### src/rtl/pipeline_pkg.sv
// Shared definitions for the MEM/WB pipeline stage: write-back control bit
// positions, stage state encoding and the default-width MEM/WB bundle.
package pipeline_pkg;

  // Positions inside the 2-bit write-back control field.
  localparam int WB_REG_WRITE_BIT  = 1;
  localparam int WB_MEM_TO_REG_BIT = 0;
  localparam int WB_WIDTH          = 2;

  localparam int DEFAULT_DATA_WIDTH     = 32;
  localparam int DEFAULT_REG_ADDR_WIDTH = 5;

  // State bits double as the valid bits: bit0 = main valid, bit1 = skid valid.
  typedef enum logic [1:0] {
    EMPTY = 2'b00,
    ONE   = 2'b01,
    TWO   = 2'b11
  } stageState_t;

  // MEM/WB bundle at the default widths.
  typedef struct packed {
    logic [DEFAULT_DATA_WIDTH-1:0]     memWord;
    logic [DEFAULT_DATA_WIDTH-1:0]     aluResult;
    logic [DEFAULT_REG_ADDR_WIDTH-1:0] rd;
    logic [WB_WIDTH-1:0]               wb;
  } memWbBundle_t;

endpackage

### src/rtl/mem_wb_slot.sv
// One enable-loaded bundle register with asynchronous active-low reset.
module mem_wb_slot #(
  parameter int unsigned WIDTH = 71
) (
  input  logic             clock,
  input  logic             reset_n,
  input  logic             load,
  input  logic [WIDTH-1:0] d,
  output logic [WIDTH-1:0] q
);

  // Payload register: loads on enable, cleared by reset.
  always_ff @(posedge clock or negedge reset_n) begin
    if (!reset_n) begin
      q <= '0;
    end else if (load) begin
      q <= d;
    end
  end

endmodule

### src/rtl/mem_wb_skid_stage.sv
// MEM/WB pipeline stage with valid/ready handshake and a 2-entry skid buffer.
// in_ready depends only on registered state, so downstream back-pressure never
// reaches the upstream stage combinationally.
module mem_wb_skid_stage
  import pipeline_pkg::*;
#(
  parameter int unsigned DATA_WIDTH     = DEFAULT_DATA_WIDTH,
  parameter int unsigned REG_ADDR_WIDTH = DEFAULT_REG_ADDR_WIDTH,
  parameter bit          ZERO_REG_GUARD = 1'b1
) (
  input  logic                      clock,
  input  logic                      reset_n,
  input  logic                      flush,
  input  logic                      in_valid,
  output logic                      in_ready,
  input  logic [DATA_WIDTH-1:0]     in_mem_word,
  input  logic [DATA_WIDTH-1:0]     in_alu_result,
  input  logic [REG_ADDR_WIDTH-1:0] in_rd,
  input  logic [1:0]                in_wb,
  output logic                      out_valid,
  input  logic                      out_ready,
  output logic [DATA_WIDTH-1:0]     out_mem_word,
  output logic [DATA_WIDTH-1:0]     out_alu_result,
  output logic [REG_ADDR_WIDTH-1:0] out_rd,
  output logic                      out_reg_write,
  output logic                      out_mem_to_reg,
  output logic [DATA_WIDTH-1:0]     out_wb_data
);

  typedef struct packed {
    logic [DATA_WIDTH-1:0]     memWord;
    logic [DATA_WIDTH-1:0]     aluResult;
    logic [REG_ADDR_WIDTH-1:0] rd;
    logic [WB_WIDTH-1:0]       wb;
  } bundle_t;

  localparam int unsigned BundleWidth = $bits(bundle_t);

  stageState_t stateQ, stateD;
  bundle_t     inBundle, mainD, mainQ, skidQ;
  logic        mainLoad, skidLoad;
  logic        mainValid, accept, retire;

  assign inBundle = '{memWord: in_mem_word, aluResult: in_alu_result, rd: in_rd, wb: in_wb};

  assign mainValid = (stateQ != EMPTY);
  assign in_ready  = (stateQ != TWO);
  assign accept    = in_valid & in_ready;
  assign retire    = mainValid & out_ready;

  // State register.
  always_ff @(posedge clock or negedge reset_n) begin
    if (!reset_n) begin
      stateQ <= EMPTY;
    end else begin
      stateQ <= stateD;
    end
  end

  // Next state and slot load enables; flush wins and leaves payloads stale.
  always_comb begin
    stateD   = stateQ;
    mainLoad = 1'b0;
    skidLoad = 1'b0;
    mainD    = inBundle;
    if (flush) begin
      stateD = EMPTY;
    end else begin
      unique case (stateQ)
        EMPTY: begin
          if (accept) begin
            stateD   = ONE;
            mainLoad = 1'b1;
          end
        end
        ONE: begin
          if (accept && retire) begin
            mainLoad = 1'b1;
          end else if (accept) begin
            stateD   = TWO;
            skidLoad = 1'b1;
          end else if (retire) begin
            stateD = EMPTY;
          end
        end
        TWO: begin
          // in_ready is low here, so only the skid entry can move up.
          if (retire) begin
            stateD   = ONE;
            mainLoad = 1'b1;
            mainD    = skidQ;
          end
        end
        default: stateD = EMPTY;
      endcase
    end
  end

  mem_wb_slot #(
    .WIDTH (BundleWidth)
  ) mainSlot (
    .clock   (clock),
    .reset_n (reset_n),
    .load    (mainLoad),
    .d       (mainD),
    .q       (mainQ)
  );

  mem_wb_slot #(
    .WIDTH (BundleWidth)
  ) skidSlot (
    .clock   (clock),
    .reset_n (reset_n),
    .load    (skidLoad),
    .d       (inBundle),
    .q       (skidQ)
  );

  // Head-of-queue outputs, qualified by main valid where they cause side effects.
  always_comb begin
    out_valid      = mainValid;
    out_mem_word   = mainQ.memWord;
    out_alu_result = mainQ.aluResult;
    out_rd         = mainQ.rd;
    out_mem_to_reg = mainValid & mainQ.wb[WB_MEM_TO_REG_BIT];
    out_reg_write  = mainValid & mainQ.wb[WB_REG_WRITE_BIT]
                   & ((ZERO_REG_GUARD == 1'b0) | (mainQ.rd != '0));
    out_wb_data    = mainQ.wb[WB_MEM_TO_REG_BIT] ? mainQ.memWord : mainQ.aluResult;
  end

endmodule

### config.mk
export PLATFORM = sky130hd
export DESIGN_NAME = mem_wb_skid_stage
export DESIGN_NICKNAME = d
export VERILOG_FILES = /design/src/rtl/pipeline_pkg.sv /design/src/rtl/mem_wb_slot.sv /design/src/rtl/mem_wb_skid_stage.sv
export SDC_FILE = /design/constraint.sdc
export NUM_CORES = 1
export LEC_CHECK = 0
export CAP_MARGIN = 20
export CORE_MARGIN = 4
export CORE_UTILIZATION = 41
export DETAILED_ROUTE_END_ITERATION = 16
export PLACE_DENSITY = 0.71
export SYNTH_ARGS = -nofsm -noshare
export SYNTH_HDL_FRONTEND = slang
export SYNTH_HIERARCHICAL = 1
export SYNTH_SLANG_ARGS = --single-unit
### constraint.sdc
create_clock -name clock -period 2 [get_ports clock]
set_input_delay 0.2 -clock clock [delete_from_list [all_inputs] [get_ports clock]]
set_output_delay 0.2 -clock clock [all_outputs]
set_load 0.05 [all_outputs]
# == After elaboration in Yosys (flattened, before gate mapping) ==
# Index checks and enable logic that the tools add are counted.
# op_classes
addsub,0
mul,0
div_mod_pow,0
magnitude_cmp,0
eq_ne,7
shifts,0
mux,19
bitwise_logic,5
reduce_logical,5
# op_table
op,count
71-bit two-way mux,3
32-bit two-way mux,1
2-bit two-way mux,6
3-bit inequality test (second input constant),3
1-bit two-way mux,7
2-bit case mux with 3 select lines,1
1-bit AND,5
5-bit nonzero test,1
4-bit inequality test (second input constant),1
4-bit AND reduction,1
1-bit case mux with 3 select lines,1
2-bit by 1-bit == test with 1-bit output (second input constant),1
2-bit == test (second input constant),1
2-bit logical NOT,1
2-bit inequality test (second input constant),1
2-bit nonzero test,1
1-bit logical AND,1
# totals
reg_bits,144
latchBits,0
mem_bits_rw,0
mem_bits_ro,0
input_bits,76
out_inout_bits,105
word_cells,39
memories,0

# == Longest topological paths before layout ==
# logic_depth
depth_word,7
depth_mapped,9

# == Cells and area by module ==
# Netlist, hierarchy kept.
# modules_own_cells
mod,instances,cells_each,area_each_um2
mem_wb_slot,2,150,2990.4
mem_wb_skid_stage,1,149,1527.7

# == Least setup slack after synthesis ==
# No wires, ideal clock.
# synth_path
path_type,reg2reg
from,register stateQ[0]
to,register mainSlot.q[13]
setup_time_ns,0.125
arrival_time_ns,2.040
required_ns,1.875
setup_slack_ns,-0.165
path_stages_with_launch,7
path_buffers,1
period_less_slack_ns,2.165
cell_sequence,dfrtp_1 > ha_1 > inv_1 > nor3_4 > buf_6 > mux2_2 > mux2_4
# synth_via
elab_chain_len,6
elab_cells_between_ends,16
classes_between,eq/ne: 3; mux: 8; bitwise: 2; reduce/logical: 3
# synth_rtl
item,line_no,source
"start, declared",mem_wb_skid_stage.sv:39,"stageState_t stateQ, stateD;"
"start signal, assigned",mem_wb_skid_stage.sv:56,stateQ <= stateD;
2-bit inequality test *,mem_wb_skid_stage.sv:47,assign in_ready = (stateQ != TWO);
via in_ready,mem_wb_skid_stage.sv:15,"output logic in_ready,"
1-bit AND *,mem_wb_skid_stage.sv:48,assign accept = in_valid & in_ready;
1-bit logical AND,mem_wb_skid_stage.sv:77,if (accept && retire) begin
1-bit two-way mux,mem_wb_skid_stage.sv:77,
1-bit case mux with 3 select lines *,mem_wb_skid_stage.sv:69,unique case (stateQ)
1-bit two-way mux *,mem_wb_skid_stage.sv:66,if (flush) begin
"end signal, assigned",mem_wb_slot.sv:15,q <= '0;
"end signal, assigned",mem_wb_slot.sv:17,q <= d;
"end, declared",mem_wb_slot.sv:9,output logic [WIDTH-1:0] q
# The timed path passes the listed nets; every way through them passes the cells marked *.
# A chain may end at the register's enable or synchronous reset.

==> impl_metrics.env <==
export IMPL_synth_area_top_cells="dfrtp_1 (48%), mux2_4 (28%), mux2_2 (15%), buf_12 (3.7%), buf_6 (1.3%)"
export IMPL_synth_common_cells="dfrtp_1 (144), mux2_4 (140), mux2_2 (99), buf_12 (14), buf_6 (9)"
export IMPL_arrival_ps=2410
export IMPL_ys_seq_area_frac=0.480
export IMPL_synthFlopType="dfrtp_1"
export IMPL_critPathKind="flip-flop to flip-flop"
export IMPL_leakage_nw=4.77
export IMPL_die_x_um=143
export IMPL_async_flop_share=1.00
export IMPL_syn2layout_area_growth_pct=44.4
export IMPL_maxSlewHeadroom=0.622
export IMPL_ios=181
export IMPL_swShare=0.433
export IMPL_synth_fp_nets=529
export IMPL_place_congestion=0.737
export IMPL_clock_sinks=144
export IMPL_ant_nets=0
export IMPL_end_kind="flip-flop"
export IMPL_clk_pin_slew_ps=60
export IMPL_yosys_area_top_type="dfrtp_1"
export IMPL_hold_viol=0
export IMPL_synth_edf_count=0
export IMPL_wl_per_cell_um=20.4
export IMPL_setup_violations=83
export IMPL_worst_pin_slew_ps=564
export IMPL_synth_avg_cell_area_sq_um=16.7
export IMPL_outcome="finished with violations"
export IMPL_violations="setup timing"
export IMPL_period_minus_slack_ps=2120
export IMPL_peakVddDrop_v=0.00171
export IMPL_synth_warnings=6
export IMPL_multi_input_area_sq_um=3670
export IMPL_drive_above_1_share=0.562
export IMPL_clk_path_buf_depth=2
export IMPL_syn_inst=449
export IMPL_p_switching_mw=8.81
export IMPL_layout_area_seq_sq_um=3600
export IMPL_grt_max_degree=53
export IMPL_layout_nets=764
export IMPL_cap_violations=0
export IMPL_fin_skew_ps=10.3
export IMPL_drc=0
export IMPL_clkPwrFrac=0.158
export IMPL_synth_cell_types=24
export IMPL_grt_setup_unrepaired="yes"
export IMPL_crit_path_max_fanout=17
export IMPL_fin_crit_sh=1.06
export IMPL_powerDensity_nw_per_um2=1880
export IMPL_antenna_found_initial=0
export IMPL_wirelength_um=18900
export IMPL_pre_cts_ws_ps=-171
export IMPL_core_sq_um=18000
export IMPL_grt_pass1_vias=5273
export IMPL_synth_area_sq_um=7510
export IMPL_port_buffers=180
export IMPL_drt_iter0_drc=150
export IMPL_antenna_cells=0
export IMPL_clk_latency_ps=420
export IMPL_worst_slack_ps=-116
export IMPL_yosys_area_top_type_share=0.480
export IMPL_cts_tree="yes"
export IMPL_ys_ff_latch=144
export IMPL_grtUsageTotal=0.174
export IMPL_p_int_mw=11.5
export IMPL_die_height_um=143
export IMPL_cts_root_buf="clkbuf_16"
export IMPL_comb_power_share=0.572
export IMPL_numCtsBuffers=17
export IMPL_final_util=0.604
export IMPL_p_seq_frac=0.270
export IMPL_yosysMostFrequentCell="dfrtp_1"
export IMPL_dr_pass1_iters=4
export IMPL_row_count=49
export IMPL_timing_final_max_slew_violations=0
export IMPL_start_util=0.418
export IMPL_final_cell_area_sq_um=10800
export IMPL_grt_pass1_wl_um=28200
export IMPL_die_area_sq_um=20500
export IMPL_hold_class="input pin to asynchronous set/reset pin"
export IMPL_num_vias=4639
export IMPL_tns_ps=-6150
export IMPL_drt_vias_per_instance=5.01
export IMPL_fillerInstances=1329
export IMPL_start_kind="flip-flop"
export IMPL_cts_max_level=4
export IMPL_placed_cell_area_sq_um=9570
export IMPL_gr_total_overflow=0
export IMPL_max_freq_ghz=0.473
export IMPL_cp_data_required_time_ps=2300
export IMPL_dp_hpwl_um=11800
export IMPL_holdWs_ps=312
[repair_timing]
| action | 4_1_cts | 5_1_grt |
|---|---|---|
| cloned | 2 | 11 |
| setup endpoints to repair | 142 | 143 |
| setup buffers | 6 | 7 |
| hold buffers | 1 | 0 |
| pin swaps | 2 | 6 |
| hold endpoints to repair | 50 | 0 |
| gates resized for setup | 26 | 46 |
[power by group through the flow]
stage,logic (mW),registers [mW],clock network (mW)
after global routing,12.1,5.71,3.42
final,11.6,5.50,3.21
after floorplan,5.59,7.69,0
after global placement,11.1,5.40,0
after CTS,11.4,5.48,3.28
after detailed placement,11.2,5.47,0
[metal layers]
metal | part of all wire | global-route usage | wire length, um
met5 | 0 | 0 | 0
met4 | 0.018 | 0.0575 | 333
met1 | 0.45 | 0.231 | 8450
met2 | 0.48 | 0.278 | 9020
met3 | 0.056 | 0.0476 | 1050
[path summary, 6_finish.rpt]
kind	cells after the start	endpoint	slack [ps]	from
worst max-delay path	8	mainSlot/q[22]	-120	stateQ[0]
worst min-delay path	2	mainSlot/q[30]	310	reset_n
worst max register to register	8	mainSlot/q[22]	-120	stateQ[0]
worst min register to register	1	skidSlot/q[50]	510	skidSlot/q[50]
max in group asynchronous	3	mainSlot/q[0]	1010	reset_n
min in group clock	2	skidSlot/q[62]	420	in_mem_word[23]
[cell usage in the layout (no fill, tap or decap), types with 2 or more instances in the layout]
cell type,count
buf_6,15
mux2_2,80
buf_12,16
dfrtp_1,143
bufinv_16,2
nor3_4,2
inv_6,3
nor2b_4,2
clkinvlp_4,3
clkbuf_16,27
buf_16,2
nand2b_1,2
nor2b_1,2
buf_4,55
clkdlybuf4s50_1,143
mux2_4,164
nand2_2,3
inv_2,3
clkbuf_8,3
ha_4,3
clkinv_2,2
[stage by stage]
step	total power, mW	std cells
2_1_floorplan	13.3	449
3_3_place_gp	16.5	869
3_5_place_dp	16.7	869
4_1_cts	20.1	910
5_1_grt	21.2	926
6_report	20.3	926
[sequential cells by signal, summed over array words and instances, names as in the netlist]
| name | count |
|---|---|
| mainSlot/q | 71 |
| skidSlot/q | 71 |
| stateQ | 2 |
[final cells by class]
cell class / count / share of cell area
Clock inverter: 11 / 0.0118
Sequential cell: 144 / 0.332
Tap cell: 229 / 0.0264
Timing Repair Buffer: 243 / 0.246
Clock buffer: 21 / 0.0434
Inverter: 5 / 0.00196
Multi-Input combinational cell: 273 / 0.338
[kinds of logic (layout without fill, tap and decap cells)]
group                      Yosys count  count (layout)  share of synthesized area
AOI/OAI and AO/OA                    7               7                    0.00700
adders and majority gates            4               4                    0.00667
buffers and inverters               32             280                     0.0553
DFF                                144             144                      0.480
muxes                              245             245                      0.437
and+or+nand+nor                     17              17                     0.0137
[worst max-delay path, stage by stage (launching register included)]
cell and delay (ps):
dfrtp_1 380, buf_6 140, ha_4 170, inv_4 50, nor3_4 280, buf_12 180, buf_12 160, mux2_2 350
mux2_4 250
Note: power is estimated with default switching activity, not from simulation.
